**src/rtl/sliding_pattern_detector_pkg.sv**
```systemverilog
// Shared state encodings and default geometry for the sliding-window detector family.
package sliding_pattern_detector_pkg;

  typedef enum logic {
    ST_FILL  = 1'b0,
    ST_ARMED = 1'b1
  } det_state_e;

  localparam int         DEF_LEN   = 8;
  localparam int         DEF_CNT_W = 8;
  localparam logic [7:0] DEF_PAT   = 8'b1100_1001;

endpackage

```
**src/rtl/sliding_pattern_detector_sat_counter.sv**
```systemverilog
// Saturating up-counter with synchronous clear; clear together with increment yields 1.
module sat_counter #(
  parameter int W = 8
) (
  input  logic         clk,
  input  logic         rst,
  input  logic         inc,
  input  logic         clr,
  output logic [W-1:0] count
);

  always_ff @(posedge clk or posedge rst) begin
    if (rst) begin
      count <= '0;
    end else if (clr) begin
      count <= inc ? W'(1) : '0;
    end else if (inc && (count != '1)) begin
      count <= count + W'(1);
    end
  end

endmodule

```
**src/rtl/sliding_pattern_detector.sv**
```systemverilog
// Programmable serial pattern detector: LEN-bit sliding window, per-bit mask,
// overlapping/non-overlapping modes and a saturating match counter.
//
//   state    | meaning
//   ---------+------------------------------------------------------------
//   ST_FILL  | fewer than LEN-1 valid bits since reset/reconfig/last match
//   ST_ARMED | LEN-1 bits held; the next valid bit completes a full window
module sliding_pattern_detector
  import sliding_pattern_detector_pkg::*;
#(
  parameter int             LEN         = DEF_LEN,
  parameter int             CNT_W       = DEF_CNT_W,
  parameter logic [LEN-1:0] DEFAULT_PAT = LEN'(DEF_PAT)
) (
  input  logic             clk,
  input  logic             rst,
  input  logic             in_valid,
  input  logic             in_bit,
  input  logic             cfg_we,
  input  logic [LEN-1:0]   cfg_pattern,
  input  logic [LEN-1:0]   cfg_mask,
  input  logic             cfg_overlap,
  input  logic             cnt_clr,
  output logic             dec,
  output logic [CNT_W-1:0] match_cnt,
  output logic             armed
);

  localparam int            FW       = $clog2(LEN);
  localparam logic [FW-1:0] FILL_MAX = FW'(LEN - 1);

  det_state_e     state_q, state_d;
  logic [FW-1:0]  fill_q, fill_d;
  logic [LEN-2:0] hist_q, hist_d;
  logic [LEN-1:0] pat_q, pat_d;
  logic [LEN-1:0] mask_q, mask_d;
  logic           overlap_q, overlap_d;
  logic [LEN-1:0] window;
  logic           hit;

  always_ff @(posedge clk or posedge rst) begin
    if (rst) begin
      state_q   <= ST_FILL;
      fill_q    <= '0;
      hist_q    <= '0;
      pat_q     <= DEFAULT_PAT;
      mask_q    <= '1;
      overlap_q <= 1'b1;
    end else begin
      state_q   <= state_d;
      fill_q    <= fill_d;
      hist_q    <= hist_d;
      pat_q     <= pat_d;
      mask_q    <= mask_d;
      overlap_q <= overlap_d;
    end
  end

  always_comb begin
    state_d   = state_q;
    fill_d    = fill_q;
    hist_d    = hist_q;
    pat_d     = pat_q;
    mask_d    = mask_q;
    overlap_d = overlap_q;
    dec       = 1'b0;
    window    = {hist_q, in_bit};
    hit       = (((window ^ pat_q) & mask_q) == '0);

    // Reconfiguration takes priority and discards the bit on in_bit.
    if (cfg_we) begin
      pat_d     = cfg_pattern;
      mask_d    = cfg_mask;
      overlap_d = cfg_overlap;
      hist_d    = '0;
      fill_d    = '0;
      state_d   = ST_FILL;
    end else if (in_valid) begin
      hist_d = window[LEN-2:0];
      case (state_q)
        ST_FILL: begin
          fill_d = fill_q + FW'(1);
          if (fill_q == FILL_MAX - FW'(1)) state_d = ST_ARMED;
        end
        ST_ARMED: begin
          dec = hit;
          // Non-overlapping: the history keeps shifting but needs LEN fresh bits.
          if (hit && !overlap_q) begin
            fill_d  = '0;
            state_d = ST_FILL;
          end
        end
        default: state_d = ST_FILL;
      endcase
    end
  end

  assign armed = (state_q == ST_ARMED);

  sat_counter #(.W(CNT_W)) u_match_cnt (
    .clk   (clk),
    .rst   (rst),
    .inc   (dec),
    .clr   (cnt_clr),
    .count (match_cnt)
  );

endmodule

```
**config.mk**
```make
export PLATFORM = sky130hd
export DESIGN_NAME = sliding_pattern_detector
export DESIGN_NICKNAME = d
export VERILOG_FILES = /design/src/rtl/sliding_pattern_detector_pkg.sv /design/src/rtl/sliding_pattern_detector_sat_counter.sv /design/src/rtl/sliding_pattern_detector.sv
export SDC_FILE = /design/constraint.sdc
export NUM_CORES = 1
export LEC_CHECK = 0
export ABC_AREA = 1
export BUFFER_PORTS_ARGS = -buffer_cell sky130_fd_sc_hd__clkbuf_2
export CAP_MARGIN = 15
export CORE_ASPECT_RATIO = 1.25
export CORE_MARGIN = 5
export CORE_UTILIZATION = 59
export CTS_CLUSTER_DIAMETER = 50
export DETAILED_ROUTE_END_ITERATION = 7
export GPL_TIMING_DRIVEN = 0
export HOLD_SLACK_MARGIN = 0.02
export PLACE_DENSITY = 0.82
export SYNTH_ARGS = -nofsm -noshare
export SYNTH_HDL_FRONTEND = slang
export SYNTH_SLANG_ARGS = --single-unit
```
**constraint.sdc**
```tcl
create_clock -name clk -period 2.4 [get_ports clk]
set_input_delay 0.36 -clock clk [delete_from_list [all_inputs] [get_ports clk]]
set_output_delay 0.36 -clock clk [all_outputs]
set_load 0.05 [all_outputs]
```
==> flow_summary_export.csv, run 1 <==
group,metric,value,unit
run_status,status,"complete, no violations",
sta,setup_slack,216.7,ps
power_and_ir_drop,power,1.282,mW
global_route,track_usage,0.2016,
floorplanning,core-area,2973,sq um
clock_tree,clkSinkCount,36,
yosys,yosysUniqueCellTypes,26,
global_route,grt_max_degree,23,
clock_tree,post-cts-setup-buffer-count,0,
yosys,syn-num-nets,255,
critical_path,arrival,1820,ps
yosys,yosys_register_bits,36,
yosys,seq_area_frac_synth,0.4990,
critical_path,path_max_fanout,4,
critical_path,worst-path-buf-inv,1,
layout,fin_nets,294,
layout,final_core_util,0.7163,
clock_tree,cts_inserted_buffers,5,
global_route,grt_pass1_wl,6624,microns
critical_path,worst_setup_path_end_kind,"primary output",
critical_path,ff2ff_path_depth,8,
sta,worst_slew_pin_slew,834.2,ps
floorplanning,chipHeight,72.41,microns
yosys,async_flop_share,1.000,
power_and_ir_drop,clkPwrFrac,0.324,
clock_tree,ctsResizeCount,0,
floorplanning,rows,22,
sta,clock-skew-final,9.728,ps
clock_tree,cts_hold_buf,0,
layout,layout_common_cells,"82 x nand2_1, 32 x clkbuf_2, 27 x nand3_1, 24 x inv_1, 23 x dfrtp_1",
power_and_ir_drop,power_frac_seq,0.531,
sta,finalHoldViolations,0,
floorplanning,pin_count,33,
drt,finalWirelength,3793,microns
drt,vias_per_cell,5.338,
critical_path,start_kind,"flop",
sta,hold_ws,145.3,ps
critical_path,crit_top_cell,"nand2_1",
power_and_ir_drop,p_leak,1.140,nW
clock_tree,cts-root-buf,"clkbuf_4",
sta,final.period_utilization,0.9097,
power_and_ir_drop,ir_worst_vdd,452.3,uV
drt,ant_nets,0,
drt,dr_total_vias,1628,
yosys,syn_inst,229,
critical_path,cpMaxStageDelayCell,"dfstp_2",
floorplanning,initial_core_util,0.6183,
power_and_ir_drop,switchingPower,344.9,uW
placed_design,dp_slack,607.7,ps
floorplanning,die_area,4339,sq um
flow_run,maxCapViolCount,0,
critical_path,worstSetupPathType,"flop to primary output",
clock_tree,cts.clk_slew.worst_paths,110,ps
drt,drt-pass1-iter-count,4,
power_and_ir_drop,p_int,936.8,uW
clock_tree,ctsHtreeMaxLevel,2,
global_route,grt_pass1_vias,1548,
drt,wire_per_inst,12.44,microns
yosys,syn_area,1838,sq um
sta,tns,0,ps
sta,relSlewSlack,0.4433,
yosys,synth_edf_count,0,
drt,drt-initial-drc-count,82,
sta,max_clock_freq,458.0,MHz
drt,drcViolationCount,0,
critical_path,timing.rr.end,"u_match_cnt.count[4]",
critical_path,crit_family,"simple AND/OR/NAND/NOR gates",
critical_path,cp_slowest_stage_delay,550,ps
layout,syn2layout_area_growth,15.86,%
clock_tree,clockBufferDepth,2,
sta,setup_viol,0,
placed_design,dp_hpwl,2882,microns
worst_hold_path,hp-class,"primary input to async pin",
critical_path,rr_startpoint,"u_match_cnt.count[0]",
sta,fin_crit,2183,ps
floorplanning,die_w,59.92,microns
sta,final-max-slew-violation-count,0,
critical_path,required,2040,ps
placed_design,gp_congestion,0.8206,
layout,antenna_cells,0,
yosys,syn_avg_cell_area,8.026,sq um
yosys,synth_flop_cell,"dfrtp_1",
sta,grt_setup_unrepaired,"false",
clock_tree,tritoncts,"done",
global_route,antenna_found_initial,0,
placed_design,port_buffers,31,
global_route,grt_overflow,0,
layout,layout-drive-gt1-share,0.2379,
critical_path,r2r_setup_slack,810,ps
layout,final_common_cell,"nand2_1",
critical_path,cp_cell_sequence,"nand2_1, nand3_1, nand2_1, nor2_4, nand2_1, nor2_1, clkbuf_2",
power_and_ir_drop,combPwrFrac,0.144,
power_and_ir_drop,power.share.switching,0.2691,
yosys,yosysWarnings,0,
clock_tree,clkLatencyLatePin,340,ps
power_and_ir_drop,power_density,601.8,nW/um^2
-- state kept, by name (all words and copies together), names as in the netlist --
register and flops:
u_match_cnt.count 8, hist_q 7, overlap_q 1, fill_q 3
armed 1, mask_q 8, pat_q 8
-- routing by layer --
layer | vias up | wire length, microns | GRT usage
met5 | - | 0 | 0
met3 | 5 | 221 | 0.05160
li1 | 808 | - | -
met4 | 0 | 44 | 0.05172
met1 | 767 | 1566 | 0.2552
met2 | 48 | 1960 | 0.3389
-- worst register-to-register path, stage by stage, from the launching register on --
cell	delay, ps
dfrtp_1	450
ha_1	220
nand2_1	110
nor3_4	170
nand3_2	120
nand4_4	190
nand2_4	100
nand2_1	70
nand2_1	50
-- through the flow --
stage / cell area (sq um) / std cells
3_3_place_gp: 2038 / 296
2_1_floorplan: 1838 / 229
4_1_cts: 2130 / 305
3_5_place_dp: 2053 / 297
6_report: 2130 / 305
5_1_grt: 2130 / 305
-- worst max-delay path by stage --
| stage | cells after the start | end | start |
|---|---|---|---|
| 2_1_floorplan | 4 | dec | armed |
| 3_3_place_gp | 7 | dec | pat_q[6] |
| 3_5_place_dp | 7 | dec | pat_q[3] |
| 4_1_cts | 7 | dec | pat_q[3] |
| 5_1_grt | 7 | dec | pat_q[3] |
| 6_report | 7 | dec | pat_q[3] |
-- cell type report --
cell class	instances	area, sq um
flip-flops and latches	36	917.1
fillers	241	843.3
multi-input cells	160	793.3
repair buffers	32	170.2
inverters	26	97.59
well taps	36	45.04
clock buffers	6	41.29
clock inverters	2	35.03
plain buffers	7	30.03
-- power by group through the flow --
stage	logic, mW	registers [mW]	clock network (mW)
after detailed placement	0.187	0.691	0
after global routing	0.211	0.687	0.457
after global placement	0.179	0.690	0
final	0.185	0.681	0.416
after floorplan	0.116	0.701	0
after CTS	0.187	0.681	0.429
-- kinds of logic after synthesis --
kind of cell,count (synthesis),share of synthesized area
simple gates,135,0.3411
flops,36,0.4990
buf+inv,33,0.06943
compound gates,17,0.04629
xor+xnor,5,0.02382
fa+ha+maj,3,0.02042
-- cell usage after synthesis, types with 2 or more instances --
master	n	area, sq um
o21ai_0	16	80.08
buf_2	2	10.01
nor3_1	2	10.01
nor2_4	2	22.52
xor2_1	5	43.79
ha_1	3	37.54
inv_1	24	90.09
nor2_1	9	33.78
dfstp_2	13	341.6
nand3_1	27	135.1
dfrtp_1	23	575.6
nand2_1	82	307.8
clkbuf_1	4	15.01
nand4_1	5	31.28
Note: power is estimated with default switching activity, not from simulation.
==> run 2: changes to the inputs <==
==> constraint.sdc (replaced) <==
create_clock -name clk -period 2.4 [get_ports clk]
set_input_delay 0.12 -clock clk [delete_from_list [all_inputs] [get_ports clk]]
set_output_delay 0.12 -clock clk [all_outputs]
set_load 0.05 [all_outputs]
==> run 2 against run 1 <==
Die area unchanged; global-route usage increased by 1.6 points; clock skew increased by 0.77 ps; sequential cell count unchanged; cell area increased by 8.6%; combinational power increased by 13%; final cell count increased by 6.2%; count of clock-buffer cells in the layout unchanged; largest cell class unchanged.
==> flow_summary_export.csv, run 2 (synthesized netlist as in run 1, its figures left out) <==
group,metric,value,unit
run_status,status,"complete, no violations",
placed_design,gp_congestion,0.8206,
floorplanning,rows,22,
sta,clock-skew-final,10.50,ps
critical_path,rr_startpoint,"u_match_cnt.count[0]",
critical_path,arrival,1830,ps
layout,top_regs,"mask_q: 8 flops, pat_q: 8 flops, u_match_cnt.count: 8 flops",
layout,layout-drive-gt1-share,0.2230,
critical_path,timing.rr.end,"u_match_cnt.count[4]",
drt,wire_per_inst,12.74,microns
sta,worst_slew_pin_slew,829.9,ps
critical_path,worstSetupPathType,"flop to primary output",
layout,layout_common_cells,"82 x nand2_1, 32 x clkbuf_2, 27 x nand3_1, 24 x inv_1, 23 x dfrtp_1",
clock_tree,cts.clk_slew.worst_paths,110,ps
clock_tree,ctsHtreeMaxLevel,2,
worst_hold_path,min-delay-start,"in_bit",
drt,vias_per_cell,5.302,
critical_path,worst_setup_path_end_kind,"primary output",
sta,setup_slack,453.4,ps
placed_design,placedCellCount,297,
clock_tree,cts_inserted_buffers,5,
layout,fillers,204,
power_and_ir_drop,power_frac_seq,0.521,
clock_tree,clockBufferDepth,2,
critical_path,crit_family,"simple AND/OR/NAND/NOR gates",
critical_path,cp_cell_sequence,"nand2_1, nand3_1, nand2_1, nor2_4, nand2_1, nor2_1, clkbuf_2",
placed_design,port_buffers,31,
critical_path,r2r_setup_slack,810,ps
critical_path,cpMaxStageDelayCell,"dfstp_2",
critical_path,path_max_fanout,4,
drt,drt-initial-drc-count,110,
clock_tree,cts_hold_buf,18,
drt,drt-pass1-iter-count,4,
sta,tns,0,ps
sta,finalHoldViolations,0,
drt,finalWirelength,4129,microns
sta,final.period_utilization,0.8111,
sta,fin_crit,1947,ps
floorplanning,initial_core_util,0.6183,
critical_path,required,2280,ps
critical_path,ff2ff_path_depth,8,
critical_path,crit_top_cell,"nand2_1",
placed_design,dp_slack,845.0,ps
power_and_ir_drop,power_density,566.1,nW/um^2
critical_path,start_kind,"flop",
global_route,grt_pass1_wl,7093,microns
drt,dr_total_vias,1718,
floorplanning,core-area,2973,sq um
critical_path,cp_slowest_stage_delay,550,ps
sta,max_clock_freq,513.7,MHz
sta,setup_viol,0,
sta,hold_ws,48.52,ps
power_and_ir_drop,ir_worst_vdd,463.1,uV
sta,final-max-slew-violation-count,0,
sta,grt_setup_unrepaired,"false",
worst_hold_path,hp-class,"primary input to flop",
floorplanning,pin_count,33,
layout,syn2layout_area_growth,25.80,%
worst_hold_path,whs_path_depth,3,
power_and_ir_drop,p_leak,1.215,nW
clock_tree,clkLatencyLatePin,340,ps
layout,final_common_cell,"nand2_1",
sta,relSlewSlack,0.4461,
global_route,grt_pass1_vias,1653,
layout,fin_cells,324,
global_route,track_usage,0.2173,
critical_path,path_depth,7,
placed_design,dp_hpwl,2882,microns
power_and_ir_drop,switchingPower,353.2,uW
flow_run,maxCapViolCount,0,
floorplanning,chipHeight,72.41,microns
clock_tree,tritoncts,"done",
drt,ant_nets,0,
clock_tree,ctsResizeCount,0,
worst_hold_path,holdPathEnd,"hist_q[0]",
clock_tree,post-cts-setup-buffer-count,0,
power_and_ir_drop,power.share.switching,0.2698,
layout,final_core_util,0.7778,
power_and_ir_drop,combPwrFrac,0.160,
clock_tree,cts-root-buf,"clkbuf_4",
critical_path,worst-path-buf-inv,1,
power_and_ir_drop,p_int,955.8,uW
global_route,grt_max_degree,23,
floorplanning,die_w,59.92,microns
power_and_ir_drop,clkPwrFrac,0.320,
clock_tree,clkSinkCount,36,
global_route,grt_overflow,0,
floorplanning,die_area,4339,sq um
layout,fin_nets,312,
global_route,antenna_found_initial,0,
drt,drcViolationCount,0,
-- run 2: cell count changes in the layout (fill, tap and decap cells not counted), sizes merged --
cell	previous run	this run
diode	0	1
dlygate4sd3	0	18
-- run 2: through the flow --
step	cell area, sq um	power, mW
after floorplan	1838	0.8171
after global placement	2038	0.8693
after detailed placement	2053	0.8782
after CTS	2310	1.320
after global routing	2310	1.382
final	2312	1.309
-- run 2: cell type report --
| type | count | area (sq um) | share of cell area |
|---|---|---|---|
| timing repair buffer | 50 | 350.3 | 0.1515 |
| tap | 36 | 45.04 | 0.01948 |
| clock buffer | 6 | 41.29 | 0.01786 |
| sequential | 36 | 917.1 | 0.3966 |
| inverter | 26 | 97.59 | 0.04221 |
| multi-input combinational | 160 | 793.3 | 0.3431 |
| buffer | 7 | 30.03 | 0.01299 |
| clock inverter | 2 | 35.03 | 0.01515 |
| antenna | 1 | 2.502 | 0.001082 |
-- run 2: worst max path at each step --
stage	startpoint	to
after floorplan	armed	u_match_cnt.count[6]
after global placement	u_match_cnt.count[0]	u_match_cnt.count[4]
after detailed placement	u_match_cnt.count[0]	u_match_cnt.count[0]
after CTS	pat_q[3]	dec
after global routing	pat_q[3]	dec
final	pat_q[3]	dec
-- run 2: tightest hold or removal path, stage by stage --
cell      delay, ps
clkbuf_2        100
nand3_1          70
o21ai_0          60
-- run 2: power by group through the flow --
| stage | logic [mW] | clock network [mW] | registers, mW |
|---|---|---|---|
| after global routing | 0.237 | 0.458 | 0.687 |
| after floorplan | 0.116 | 0 | 0.701 |
| after CTS | 0.210 | 0.429 | 0.681 |
| after detailed placement | 0.187 | 0 | 0.691 |
| final | 0.209 | 0.418 | 0.681 |
| after global placement | 0.179 | 0 | 0.690 |
-- run 2: metal layers --
layer,part of all wire,vias up,track usage
li1,-,844,-
met1,0.41,819,0.2691
met2,0.52,49,0.3666
met3,0.052,6,0.05338
met4,0.013,0,0.06897
met5,0,-,0
==> run 3: changes to the inputs <==
Settings changed: ABC_AREA 1 to 0, CORE_UTILIZATION 59 to 49, PLACE_DENSITY 0.82 to 0.72.
Clock period 2.4 ns to 1.64 ns, I/O delays scaled along.
==> run 3 against run 2 <==
The run now ends with setup timing left; sequential share of layout area is 2.4 points lower; largest power group unchanged; total power is 67% higher; clock skew is 7.7 ps lower.
==> flow_summary_export.csv, run 3 <==
group,metric,value,unit
power_and_ir_drop,ir_worst_vdd,834.8,uV
clock_tree,clkSinkCount,36,
drt,vias_per_cell,5.711,
worst_hold_path,whs_path_depth,2,
drt,drt-initial-drc-count,68,
global_route,grt_pass1_wl,6989,microns
sta,tns,-1131,ps
layout,fin_cells,253,
yosys,yosys_register_bits,36,
layout,final_core_util,0.7062,
clock_tree,clockBufferDepth,2,
sta,final-max-slew-violation-count,0,
sta,final.period_utilization,1.112,
yosys,synth_top_area_frac,0.3208,
layout,layout-drive-gt1-share,0.5701,
yosys,seq_area_frac_synth,0.5112,
layout,fin_nets,239,
layout,final_common_cell,"clkbuf_2",
floorplanning,die_area,4980,sq um
clock_tree,cts_inserted_buffers,5,
global_route,track_usage,0.1782,
placed_design,placedCellCount,227,
critical_path,required,1860,ps
yosys,syn_area,1794,sq um
global_route,antenna_found_initial,0,
critical_path,start_kind,"flop",
yosys,async_flop_share,1.000,
drt,dr_total_vias,1445,
yosys,yosysUniqueCellTypes,36,
drt,ant_nets,0,
yosys,syn_avg_cell_area,11.58,sq um
sta,clock-skew-final,2.851,ps
yosys,syn_inst,155,
drt,drcViolationCount,0,
sta,worst_slew_pin_slew,662.5,ps
yosys,syn-num-nets,181,
layout,top_regs,"mask_q: 8 flops, pat_q: 8 flops, u_match_cnt.count: 8 flops",
clock_tree,tritoncts,"done",
layout,design_area,2481,sq um
yosys,synth_top_cells_by_area,"dfrtp_1 32%, dfstp_2 19%, mux2_2 11%",
floorplanning,rows,24,
clock_tree,cts.clk_slew.worst_paths,70,ps
clock_tree,clkLatencyLatePin,290,ps
yosys,yosysWarnings,0,
flow_run,maxCapViolCount,0,
yosys,synth.most_common_cell,"dfrtp_1",
layout,antenna_cells,0,
sta,max_clock_freq,548.3,MHz
drt,finalWirelength,4241,microns
floorplanning,chipHeight,77.66,microns
global_route,grt_pass1_vias,1460,
floorplanning,pin_count,33,
sta,relSlewSlack,0.5578,
yosys,synth_edf_count,0,
floorplanning,initial_core_util,0.5107,
yosys,yosys-top-cells-count,"23 x dfrtp_1, 18 x mux2_2, 13 x dfstp_2, 13 x nor2_1, 11 x a21oi_1",
layout,syn2layout_area_growth,38.28,%
yosys,yosysTopAreaCell,"dfrtp_1",
drt,wire_per_inst,16.76,microns
placed_design,gp_congestion,0.8313,
sta,setup_slack,-183.9,ps
placed_design,dp_hpwl,2859,microns
sta,grt_setup_unrepaired,"true",
critical_path,worst_setup_path_end_kind,"flop",
power_and_ir_drop,power_density,880.8,nW/um^2
critical_path,worstSetupPathType,"flop to flop",
placed_design,port_buffers,32,
global_route,grt_max_degree,23,
floorplanning,die_w,64.13,microns
worst_hold_path,hp-class,"primary input to flop",
critical_path,ff2ff_path_depth,5,
power_and_ir_drop,p_leak,1.122,nW
sta,finalHoldViolations,0,
global_route,grt_overflow,0,
clock_tree,ctsHtreeMaxLevel,2,
drt,drt-pass1-iter-count,4,
clock_tree,cts-root-buf,"clkbuf_8",
run_status,violations,"setup timing",
placed_design,place_area,2058,sq um
run_status,status,"finished, violations left",
critical_path,r2r_setup_slack,-180,ps
critical_path,arrival,2040,ps
sta,fin_crit,1824,ps
sta,setup_viol,11,
critical_path,path_max_fanout,4,
yosys,synth_flop_cell,"dfrtp_1",
floorplanning,core-area,3513,sq um
layout,layout_common_cells,"32 x clkbuf_2, 18 x mux2_2, 17 x dfrtp_1, 13 x dfstp_2, 11 x nor2_1",
[run 3: changes by cell type in the layout (fill, tap and decap cells not counted), moves of 8 or more]
cell           change
dlygate4sd3_1     -15
mux2i_1            +8
o21ai_0           -15
nand2_1           -76
clkbuf_8           +8
inv_1             -21
buf_4             +10
mux2_2            +18
a21oi_1            +8
nand3_1           -26
[run 3: critical path, stage by stage (launching register included)]
cell,delay (ps)
dfrtp_1,410
xor2_2,200
a221oi_4,340
nand3_2,150
or4_4,510
a21oi_2,140
[run 3: area by class of cell]
type	instances	area [sq um]
buffer	6	36.28
clock buffer	7	96.34
clock inverter	1	30.03
fill	256	1032
inverter	3	11.26
multi-input combinational	110	975.9
sequential	36	924.6
tap	39	48.80
timing repair buffer	51	357.8
[run 3: metal layers]
layer	wire length, microns	track usage	vias to the layer above
met5	0	0	-
met4	80	0.06110	0
met3	227	0.05491	11
met2	2320	0.3089	35
met1	1613	0.2059	723
li1	-	-	676
[run 3: power breakdown]
part | switching, mW | internal (mW)
clock network | 0.315 | 0.536
logic | 0.155 | 0.171
registers | 0.0465 | 0.962
[run 3: repair_timing]
item / in CTS / in global routing
hold buffers: 2 / 1
pin swaps: 16 / 13
endpoints found under the setup margin: 12 / 19
resized for setup: 21 / 13
setup buffers: 9 / 6
endpoints found under the hold margin: 11 / 1
[run 3: kinds of logic after synthesis]
logic type | Yosys count | synth area share
and+or+nand+nor | 44 | 0.1346
DFF | 36 | 0.5112
AOI/OAI and AO/OA | 28 | 0.1067
muxes | 27 | 0.1639
buffers and inverters | 9 | 0.02372
xor gates and xnor gates | 8 | 0.03905
adders and majority gates | 3 | 0.02092
[run 3: final timing paths]
kind                                   from                    to
max in group asynchronous               rst              pat_q[6]
worst max register to register    hist_q[3]  u_match_cnt.count[6]
worst min-delay path            cfg_mask[6]             mask_q[6]
worst max-delay path              hist_q[3]  u_match_cnt.count[6]
worst min register to register     pat_q[2]              pat_q[2]
min in group asynchronous               rst  u_match_cnt.count[6]
[run 3: metrics by stage]
step                      worst slack [ps]  hold WS [ps]  total power [mW]
final                               -183.9         26.36             2.185
after global routing                -278.2         23.23             2.278
after CTS                           -173.5         20.20             2.152
after detailed placement            -326.1         190.2             1.242
after global placement              -263.9         315.1             1.218
after floorplan                     -121.8         233.7             1.158
